===== src/rtl/led_matrix_column_scanner_if.sv =====
// Bundle between the column scanner and its neighbours: decoder images in, matrix pins out.
// Latency: n/a (signal bundle only).
// Backpressure: none; frame_data is sampled, pins are free-running.
interface led_matrix_column_scanner_if;
   logic [34:0] frame_data;   // {col4,col3,col2,col1,col0}, bit r of a field = row r lit
   logic        blink_req;    // display blink request, read only when blink support is built
   logic [4:0]  col_select;   // one-hot column enable at pin polarity
   logic [6:0]  row_drive;    // row pattern of the active column at pin polarity
   logic [2:0]  current_col;  // slot in progress, 0..4
   logic        frame_start;  // one-cycle pulse at the start of the column-0 slot

   // Scanner side: consumes decoder images, drives the matrix pins.
   modport master (
      input  frame_data,
      input  blink_req,
      output col_select,
      output row_drive,
      output current_col,
      output frame_start
   );

   // Environment side: supplies decoder images, observes the matrix pins.
   modport slave (
      output frame_data,
      output blink_req,
      input  col_select,
      input  row_drive,
      input  current_col,
      input  frame_start
   );
endinterface


===== src/rtl/led_matrix_column_scanner.sv =====
// Time-multiplexes the 5x7 LED matrix one column per slot, blanking the start of each slot.
// Latency: pins are registered, one cycle behind the slot counter; new frame_data shows next frame.
// Backpressure: none; scans continuously. Blink support is built only with LED_MATRIX_BLINK_EN.
module led_matrix_column_scanner #(
   parameter int CLK_DIV        = 1000,  // cycles per column slot, 4..65535
   parameter int BLANK_CYCLES   = 16,    // dark cycles at slot start, 1..CLK_DIV-1
   parameter int COL_ACTIVE_LOW = 0,     // 1: col_select active-low at the pins
   parameter int ROW_ACTIVE_LOW = 0,     // 1: row_drive active-low at the pins
   parameter int BLINK_FRAMES   = 50     // frames per blink half-period
) (
   input  logic                          clk,
   input  logic                          reset_n,
   led_matrix_column_scanner_if.master   bus
);

   // ------------------------------------------------------------------
   // Constants
   // ------------------------------------------------------------------
   localparam int              CW             = (CLK_DIV > 1) ? $clog2(CLK_DIV) : 1;
   localparam logic [CW-1:0]   CNT_LAST       = CW'(CLK_DIV - 1);
   localparam logic [CW-1:0]   CNT_BLANK_LAST = CW'(BLANK_CYCLES - 1);
   localparam logic [2:0]      COL_FIRST      = 3'd0;
   localparam logic [2:0]      COL_LAST       = 3'd4;
   localparam logic            COL_INV        = (COL_ACTIVE_LOW != 0);
   localparam logic            ROW_INV        = (ROW_ACTIVE_LOW != 0);

   localparam logic [0:0]      ST_BLANK       = 1'b0;
   localparam logic [0:0]      ST_DRIVE       = 1'b1;

   // ------------------------------------------------------------------
   // Scan state
   // ------------------------------------------------------------------
   logic [CW-1:0] cnt;          // position inside the current slot
   logic [2:0]    col;          // column owning the current slot
   logic [0:0]    state;        // BLANK / DRIVE, always consistent with cnt
   logic [34:0]   shadow;       // frame image, frozen for a whole frame
   logic          slot_end;     // last cycle of a slot
   logic          frame_begin;  // first cycle of the column-0 slot
   logic          visible;      // low when the whole frame is blinked off
   logic [4:0]    col_raw;      // active-high column enable for this position
   logic [6:0]    row_raw;      // active-high row pattern for this position

   // Slot boundaries, decoded from the counter only so frame_data can never disturb sequencing.
   always_comb begin
      slot_end    = (cnt == CNT_LAST);
      frame_begin = (cnt == '0) && (col == COL_FIRST);
   end

   // Slot counter, column index and BLANK/DRIVE state advance together every cycle.
   always_ff @(posedge clk or negedge reset_n) begin
      if (!reset_n) begin
         cnt   <= '0;
         col   <= COL_FIRST;
         state <= ST_BLANK;
      end else if (slot_end) begin
         cnt   <= '0;
         state <= ST_BLANK;
         col   <= (col == COL_LAST) ? COL_FIRST : col + 3'd1;
      end else begin
         cnt <= cnt + CW'(1);
         if (cnt == CNT_BLANK_LAST) begin
            state <= ST_DRIVE;
         end
      end
   end

   // Frame image is taken once per frame, at the column-0 slot start (including the first
   // slot after reset), so mid-frame decoder changes cannot tear the display.
   always_ff @(posedge clk or negedge reset_n) begin
      if (!reset_n) begin
         shadow <= '0;
      end else if (frame_begin) begin
         shadow <= bus.frame_data;
      end
   end

`ifdef LED_MATRIX_BLINK_EN
   // ------------------------------------------------------------------
   // Blink: a frame counter toggles a phase bit every BLINK_FRAMES frames.
   // The blank decision is latched at frame start, so a frame is all-on or all-off.
   // ------------------------------------------------------------------
   localparam int            FW         = (BLINK_FRAMES > 1) ? $clog2(BLINK_FRAMES) : 1;
   localparam logic [FW-1:0] FRAME_LAST = FW'(BLINK_FRAMES - 1);

   logic [FW-1:0] frame_cnt;
   logic          phase;        // 0: visible half-period, 1: blinkable half-period
   logic          frame_blank;  // current frame is blinked off

   // Advance the blink phase on each frame start and decide the fate of the new frame.
   always_ff @(posedge clk or negedge reset_n) begin
      if (!reset_n) begin
         frame_cnt   <= '0;
         phase       <= 1'b0;
         frame_blank <= 1'b0;
      end else if (frame_begin) begin
         frame_blank <= bus.blink_req & phase;
         if (frame_cnt == FRAME_LAST) begin
            frame_cnt <= '0;
            phase     <= ~phase;
         end else begin
            frame_cnt <= frame_cnt + FW'(1);
         end
      end
   end

   assign visible = ~frame_blank;
`else
   // Blink request and frame count are not used in this build; the display is always driven.
   localparam int blink_frames_unused = BLINK_FRAMES;
   logic          blink_req_unused;

   assign blink_req_unused = bus.blink_req;
   assign visible          = 1'b1;
`endif

   // Column enable and row pattern for the current position, both taken from the same
   // column index so rows can never carry another column's data.
   always_comb begin
      col_raw = '0;
      row_raw = '0;
      if ((state == ST_DRIVE) && visible) begin
         case (col)
            3'd0: begin
               col_raw = 5'b00001;
               row_raw = shadow[6:0];
            end
            3'd1: begin
               col_raw = 5'b00010;
               row_raw = shadow[13:7];
            end
            3'd2: begin
               col_raw = 5'b00100;
               row_raw = shadow[20:14];
            end
            3'd3: begin
               col_raw = 5'b01000;
               row_raw = shadow[27:21];
            end
            3'd4: begin
               col_raw = 5'b10000;
               row_raw = shadow[34:28];
            end
            default: begin
               col_raw = '0;
               row_raw = '0;
            end
         endcase
      end
   end

   // Pin registers: reset forces every pin to its inactive level immediately.
   always_ff @(posedge clk or negedge reset_n) begin
      if (!reset_n) begin
         bus.col_select  <= {5{COL_INV}};
         bus.row_drive   <= {7{ROW_INV}};
         bus.current_col <= COL_FIRST;
         bus.frame_start <= 1'b0;
      end else begin
         bus.col_select  <= col_raw ^ {5{COL_INV}};
         bus.row_drive   <= row_raw ^ {7{ROW_INV}};
         bus.current_col <= col;
         bus.frame_start <= frame_begin;
      end
   end

endmodule


===== src/flat_wrapper.sv =====
// flat-port wrapper written by rule: the top's interface ports become plain ports
module led_matrix_column_scanner_flat 
#(
   parameter int CLK_DIV        = 1000,                                     
   parameter int BLANK_CYCLES   = 16,                                              
   parameter int COL_ACTIVE_LOW = 0,                                            
   parameter int ROW_ACTIVE_LOW = 0,                                           
   parameter int BLINK_FRAMES   = 50                                    
)
  (clk, reset_n, bus_frame_data, bus_blink_req, bus_col_select, bus_row_drive, bus_current_col, bus_frame_start);
  led_matrix_column_scanner_if bus_i ();
  input  logic clk;
  input  logic reset_n;
  input wire logic [$bits(bus_i.frame_data)-1:0] bus_frame_data;
  input wire logic [$bits(bus_i.blink_req)-1:0] bus_blink_req;
  output wire logic [$bits(bus_i.col_select)-1:0] bus_col_select;
  output wire logic [$bits(bus_i.row_drive)-1:0] bus_row_drive;
  output wire logic [$bits(bus_i.current_col)-1:0] bus_current_col;
  output wire logic [$bits(bus_i.frame_start)-1:0] bus_frame_start;
  assign bus_i.frame_data = bus_frame_data;
  assign bus_i.blink_req = bus_blink_req;
  assign bus_col_select = bus_i.col_select;
  assign bus_row_drive = bus_i.row_drive;
  assign bus_current_col = bus_i.current_col;
  assign bus_frame_start = bus_i.frame_start;
  led_matrix_column_scanner #(.CLK_DIV(CLK_DIV), .BLANK_CYCLES(BLANK_CYCLES), .COL_ACTIVE_LOW(COL_ACTIVE_LOW), .ROW_ACTIVE_LOW(ROW_ACTIVE_LOW), .BLINK_FRAMES(BLINK_FRAMES)) u_core (.clk(clk), .reset_n(reset_n), .bus(bus_i));
endmodule

===== config.mk =====
export PLATFORM = sky130hd
export DESIGN_NAME = led_matrix_column_scanner_flat
export DESIGN_NICKNAME = d
export VERILOG_FILES = /design/src/rtl/led_matrix_column_scanner_if.sv /design/src/rtl/led_matrix_column_scanner.sv /design/src/flat_wrapper.sv
export SDC_FILE = /design/constraint.sdc
export NUM_CORES = 1
export LEC_CHECK = 0
export CORE_ASPECT_RATIO = 1.75
export CORE_MARGIN = 2
export CORE_UTILIZATION = 45
export DETAILED_ROUTE_END_ITERATION = 8
export PLACE_DENSITY_LB_ADDON = 0.3
export SYNTH_ARGS = -nofsm -noshare
export SYNTH_HDL_FRONTEND = slang
export SYNTH_SLANG_ARGS = --single-unit

===== constraint.sdc =====
create_clock -name clk -period 4.35 [get_ports clk]
set_input_delay 0.87 -clock clk [delete_from_list [all_inputs] [get_ports clk]]
set_output_delay 0.87 -clock clk [all_outputs]
set_load 0.005 [all_outputs]

==> impl_metrics.toml, run 1 <==
[outcome]
status = "finished, final reports clean"

[placement]
place.gp.congestion = 0.764
dpl.hpwl_um = 3970
portBuffers = 52

[setup_path]
critPathLaunch = "u_core.col[0]$_DFFE_PN0N_"
worstSetupPathType = "register to register"
cp-endpoint = "u_core.shadow[27]$_DFFE_PN0P_"
reg2reg_from = "u_core.col[0]$_DFFE_PN0N_"
worstPathRequired_ns = 4.57
timing.rr.end = "u_core.shadow[27]$_DFFE_PN0P_"
r2r_cells = 5
start_kind = "register"
critPathCaptureType = "register"
critical_path.max_fanout = 36
crit_arrival_ns = 2.59
r2r_slack_ns = 1.99

[global_route]
grt_usage = 0.178
grt_max_degree = 37
grt_antenna_before_repair = 0
grt_pass1_wl_um = 8990
grt_pass1_vias = 1939
grt-ovfl-total = 0

[finish]
final_nets = 310
num-fill-cells = 510
area_growth_pct = 29.2
multiInputGateArea_um2 = 1030
regArea_um2 = 1630
diodes = 0
layout-drive-gt1-share = 0.0889

[die]
die_x_um = 62.9
dieArea_um2 = 6730
core_area_um2 = 5880
io_pins = 54
fp-row-count = 37
die_h_um = 107
start_util = 0.465

[timing]
final_hold_viol_count = 0
grt_setup_unrepaired = "false"
timing.slew.headroom = 0.581
finalSetupViolCount = 0
fmax_mhz = 423
post-route-min-period_ns = 2.36
setup_tns_ns = 0
fin_skew_ns = 0.0109
maxSlewViolCount = 0
worst_slew_pin_slew_ns = 0.629
final.period_utilization = 0.543

[clocking]
clock_path_buffers = 2
numCtsBuffers = 9
cts-root-buf = "clkbuf_8"
path_clk_slew_ns = 0.07
insertion_delay_ns = 0.34
cts_hold_buf = 0
cts_sinks = 65
post-cts-setup-buffers = 0
cts_tree = "yes"
post_cts_resized = 0
h-tree-depth = 3

[logic_synthesis]
ys_seq_area_frac = 0.596
synth_edf_count = 0
netlist-cell-type-count = 37
synth.avg_cell_area_um2 = 13.2
syn_nets = 252
ys_ff_latch = 65
synth_top_flop_cell = "dfrtp_1"
async_flop_share = 1.00
yosys_warnings = 0
synthesis.instances = 207
syn-cell-area_um2 = 2730

[routing]
vias = 1821
dr.pass1.iters = 6
met1_length_um = 2020
wire_per_inst_um = 15.5
drtIter0Drc = 65
vias_per_cell = 5.23
ant_nets = 0
drc = 0
totalWireLength_um = 5400
wl_met2_um = 2990
highest_layer = "met4"
wl_met3_um = 217

[job]
maxCapViolations = 0

[pwr]
peakVddDrop_v = 0.000193
clockPowerShare = 0.441
p_per_area_nw_per_um2 = 357
seq_power_share = 0.502
swShare = 0.210
p_int_mw = 0.994
combPwrFrac = 0.057
p_leak_nw = 1.55
switching_power_mw = 0.265
finalPower_mw = 1.26

[min_path]
hold_path_class = "register to register"
==> registers in the layout (all words and copies together) (netlist names) <==
register,count
u_core.shadow,35
u_core.col,3
u_core.cnt,10
u_core.state,1
u_core.bus.col_select,5
u_core.bus.current_col,3
u_core.bus.frame_start,1
u_core.bus.row_drive,7
==> cells by family (layout without fill, tap and decap cells) <==
family,after synthesis,after routing,share of synthesized area
flops,65,65,0.596
simple gates,54,54,0.103
mux,38,38,0.157
compound gates,25,25,0.0705
buf+inv,13,76,0.0266
fa+ha+maj,7,7,0.0321
xor+xnor,5,5,0.0160
==> synth_stat cells (2+ instances only) <==
cell | n | area, µm²
a21oi_1 | 3 | 15.0
a221oi_1 | 4 | 35.0
a222oi_1 | 7 | 70.1
and2_1 | 4 | 25.0
and3_1 | 3 | 18.8
buf_6 | 3 | 33.8
clkbuf_1 | 2 | 7.51
dfrtp_1 | 65 | 1630
ha_1 | 7 | 87.6
inv_1 | 6 | 22.5
mux2_1 | 33 | 372
mux2_2 | 5 | 56.3
nand2_1 | 10 | 37.5
nand3_1 | 3 | 15.0
nor2_1 | 20 | 75.1
nor2b_1 | 4 | 25.0
nor3b_1 | 2 | 15.0
o21ai_0 | 4 | 20.0
xnor2_1 | 2 | 17.5
xor2_1 | 3 | 26.3
==> routing by layer <==
metal | GRT usage | vias to the layer above
li1 | - | 851
met1 | 0.182 | 907
met2 | 0.329 | 51
met3 | 0.0483 | 12
met4 | 0.0825 | 0
met5 | 0 | -
==> area by class of cell <==
type,count,share of cell area
inverters,6,0.00638
flip-flops and latches,65,0.461
clock inverters,6,0.0262
multi-input cells,129,0.292
well taps,78,0.0276
clock buffers,10,0.0362
repair buffers,54,0.150
==> through the flow <==
stage	util	area (µm²)	instances	worst slack (ns)	hold slack (ns)
finish	0.600	3530	348	1.99	0.434
detailed placement	0.563	3310	332	1.95	0.422
global placement	0.563	3310	332	1.97	0.418
CTS	0.600	3530	348	1.94	0.438
global route	0.600	3530	348	1.78	0.443
floorplan	-	2730	207	2.70	0.401
==> how the worst min path moves through the flow <==
stage | slack (ns) | from | end | cells past startpoint
after global routing | 0.44 | u_core.col[1]$_DFFE_PN0N_ | u_core.bus.current_col[1]$_DFF_PN0_ | 0
after detailed placement | 0.42 | u_core.col[1]$_DFFE_PN0N_ | u_core.bus.current_col[1]$_DFF_PN0_ | 0
after CTS | 0.44 | u_core.col[1]$_DFFE_PN0N_ | u_core.bus.current_col[1]$_DFF_PN0_ | 0
final | 0.43 | u_core.col[1]$_DFFE_PN0N_ | u_core.bus.current_col[1]$_DFF_PN0_ | 0
after global placement | 0.42 | u_core.col[1]$_DFFE_PN0N_ | u_core.bus.current_col[1]$_DFF_PN0_ | 0
after floorplan | 0.40 | u_core.col[1]$_DFFE_PN0N_ | u_core.bus.current_col[1]$_DFF_PN0_ | 0
==> placed cells by master (no fill, tap or decap), drive strengths merged, types with 4 or more instances in the layout <==
cell type / n
dfrtp: 65
clkdlybuf4s50: 51
mux2: 38
nor2: 21
nand2: 10
clkbuf: 10
a222oi: 7
ha: 7
inv: 6
o21ai: 5
and2: 4
nor2b: 4
a221oi: 4
==> power by group through the flow <==
stage / Sequential, mW / Combinational, mW / Clock [mW]
2_1_floorplan: 0.642 / 0.0173 / 0
3_3_place_gp: 0.644 / 0.0727 / 0
3_5_place_dp: 0.644 / 0.0738 / 0
4_1_cts: 0.633 / 0.0742 / 0.567
5_1_grt: 0.635 / 0.0793 / 0.593
6_report: 0.633 / 0.0720 / 0.555
==> worst max-delay path, stage by stage (launching register included) <==
cell and delay (ns):
dfrtp_1 0.43, inv_1 0.12, ha_1 0.44, nand4_1 0.30, nor2_8 0.57, mux2_2 0.40
Power figures use the tool's default switching activity.
==> inputs of run 2 (changes only) <==
- clock period: 4.35 -> 1.95 ns (I/O delays scaled with it)
==> impl_metrics.toml, run 2 (same netlist as run 1, synthesis figures left out) <==
[outcome]
status = "finished, final reports clean"

[finish]
multiInputGateArea_um2 = 1050
final_cell_mix = "65 x dfrtp_1, 51 x clkdlybuf4s50_1, 33 x mux2_1"
final_nets = 321
regArea_um2 = 1630
layout_commonest_cell = "dfrtp_1"
area_growth_pct = 34.5
layout-drive-gt1-share = 0.146
num-fill-cells = 498
regMostFlops = "u_core.shadow"
final_area_um2 = 3670
largest_reg_flops = 35
diodes = 0
reg.largest.list = "u_core.shadow: 35 flops, u_core.cnt: 10 flops, u_core.bus.row_drive: 7 flops"

[clocking]
insertion_delay_ns = 0.34
cts_hold_buf = 0
h-tree-depth = 3
numCtsBuffers = 9
cts_tree = "yes"
path_clk_slew_ns = 0.07
cts_sinks = 65
clock_path_buffers = 2
cts-root-buf = "clkbuf_8"

[setup_path]
worstSetupPathType = "register to register"
path_cells = "inv_1 > ha_2 > a222oi_1 > buf_4 > nor2_1 > a221oi_1 > nor2_1"
reg2reg_from = "u_core.col[0]$_DFFE_PN0N_"
crit_path_frequent_cell = "nor2_1"
r2r_cells = 7
timing.rr.end = "u_core.bus.row_drive[3]$_DFF_PN0_"
crit_family = "compound AO/OA/AOI/OAI gates"
critical_path.max_fanout = 6
cp_num_buf_inv = 2
critPathCaptureType = "register"
cp_num_cells = 7
crit_arrival_ns = 2.04
crit_slowest_cell = "a222oi_1"
worstPathRequired_ns = 2.16
start_kind = "register"
cp-endpoint = "u_core.bus.row_drive[3]$_DFF_PN0_"
slowest_delay_ns = 0.44
critPathLaunch = "u_core.col[0]$_DFFE_PN0N_"
r2r_slack_ns = 0.12

[routing]
ant_nets = 0
drc = 0
vias_per_cell = 5.23
wire_per_inst_um = 15.6
dr.pass1.iters = 7
totalWireLength_um = 5610
drtIter0Drc = 109
vias = 1879

[timing]
fin_skew_ns = 0.00766
worst_slew_pin_slew_ns = 0.440
post-route-min-period_ns = 1.83
timing.slew.headroom = 0.707
grt_setup_unrepaired = "false"
maxSlewViolCount = 0
final.period_utilization = 0.939
final_hold_viol_count = 0
layout_setup_ws_ns = 0.119
finalSetupViolCount = 0
fmax_mhz = 546
whs_ns = 0.0567
setup_tns_ns = 0

[pwr]
p_leak_nw = 1.63
p_per_area_nw_per_um2 = 777
peakVddDrop_v = 0.000474

[global_route]
grt-ovfl-total = 0
grt_pass1_vias = 1948
grt_antenna_before_repair = 0
grt_usage = 0.184
grt_pass1_wl_um = 9250
grt_max_degree = 66

[die]
die_x_um = 62.9
start_util = 0.465
core_area_um2 = 5880
dieArea_um2 = 6730
io_pins = 54
fp-row-count = 37
die_h_um = 107

[min_path]
hold_path_class = "primary input to async pin"

[job]
maxCapViolations = 0

[placement]
place.gp.congestion = 0.766
portBuffers = 52
dpl.hpwl_um = 4110
place_area_um2 = 3410
dpl_worst_slack_ns = 0.00875
==> run 2: cell count changes in the layout (fill, tap and decap cells not counted) <==
cell	change
a221oi_1	-1
clkbuf_8	+2
clkinv_2	+2
ha_2	+4
clkinv_4	-2
buf_12	+3
buf_4	+8
clkbuf_1	-1
a221oi_2	+1
ha_1	-4
clkinvlp_4	-1
==> run 2: area by class of cell <==
| type | count | area share |
|---|---|---|
| Clock buffer | 11 | 0.0412 |
| Timing Repair Buffer | 65 | 0.177 |
| Clock inverter | 5 | 0.0211 |
| Tap cell | 78 | 0.0266 |
| Inverter | 6 | 0.00613 |
| Multi-Input combinational cell | 129 | 0.285 |
| Sequential cell | 65 | 0.443 |
==> run 2: worst min path at each step <==
stage | endpoint | depth (start not counted)
after floorplan | u_core.bus.col_select[0]$_DFF_PN0_ | 0
after global placement | u_core.bus.frame_start$_DFF_PN0_ | 2
after detailed placement | u_core.bus.frame_start$_DFF_PN0_ | 2
after CTS | u_core.bus.frame_start$_DFF_PN0_ | 2
after global routing | u_core.bus.frame_start$_DFF_PN0_ | 2
final | u_core.shadow[14]$_DFFE_PN0P_ | 2
==> run 2: where the power goes <==
part,internal (mW),total (mW),switching [mW]
Combinational,0.110,0.170,0.0605
Sequential,1.39,1.41,0.0208
Clock,0.785,1.27,0.487
==> run 2: through the flow <==
| stage | util | std cells | power, mW |
|---|---|---|---|
| 4_1_cts | 0.622 | 359 | 2.90 |
| 5_1_grt | 0.625 | 359 | 2.96 |
| 3_3_place_gp | 0.581 | 341 | 1.61 |
| 2_1_floorplan | - | 207 | 1.47 |
| 6_report | 0.625 | 359 | 2.86 |
| 3_5_place_dp | 0.581 | 341 | 1.61 |
==> run 2: timing repair <==
item                       4_1_cts  5_1_grt
setup buffers                    2        0
setup endpoints to repair        1       38
hold endpoints to repair         0        0
pin swaps                        1        2
gates resized for setup          0        5
==> run 2: routing by layer <==
metal / share of wire / vias to the layer above / GRT usage
met1: 0.37 / 932 / 0.195
met2: 0.57 / 52 / 0.337
met4: 0.024 / 0 / 0.0873
met5: 0 / - / 0
met3: 0.034 / 12 / 0.0451
li1: - / 883 / -
==> inputs of run 3 (changes only) <==
- ABC_AREA: default -> 0
==> results of run 3 <==
No change in the layout: final DEF, timing and power equal those of run 2.
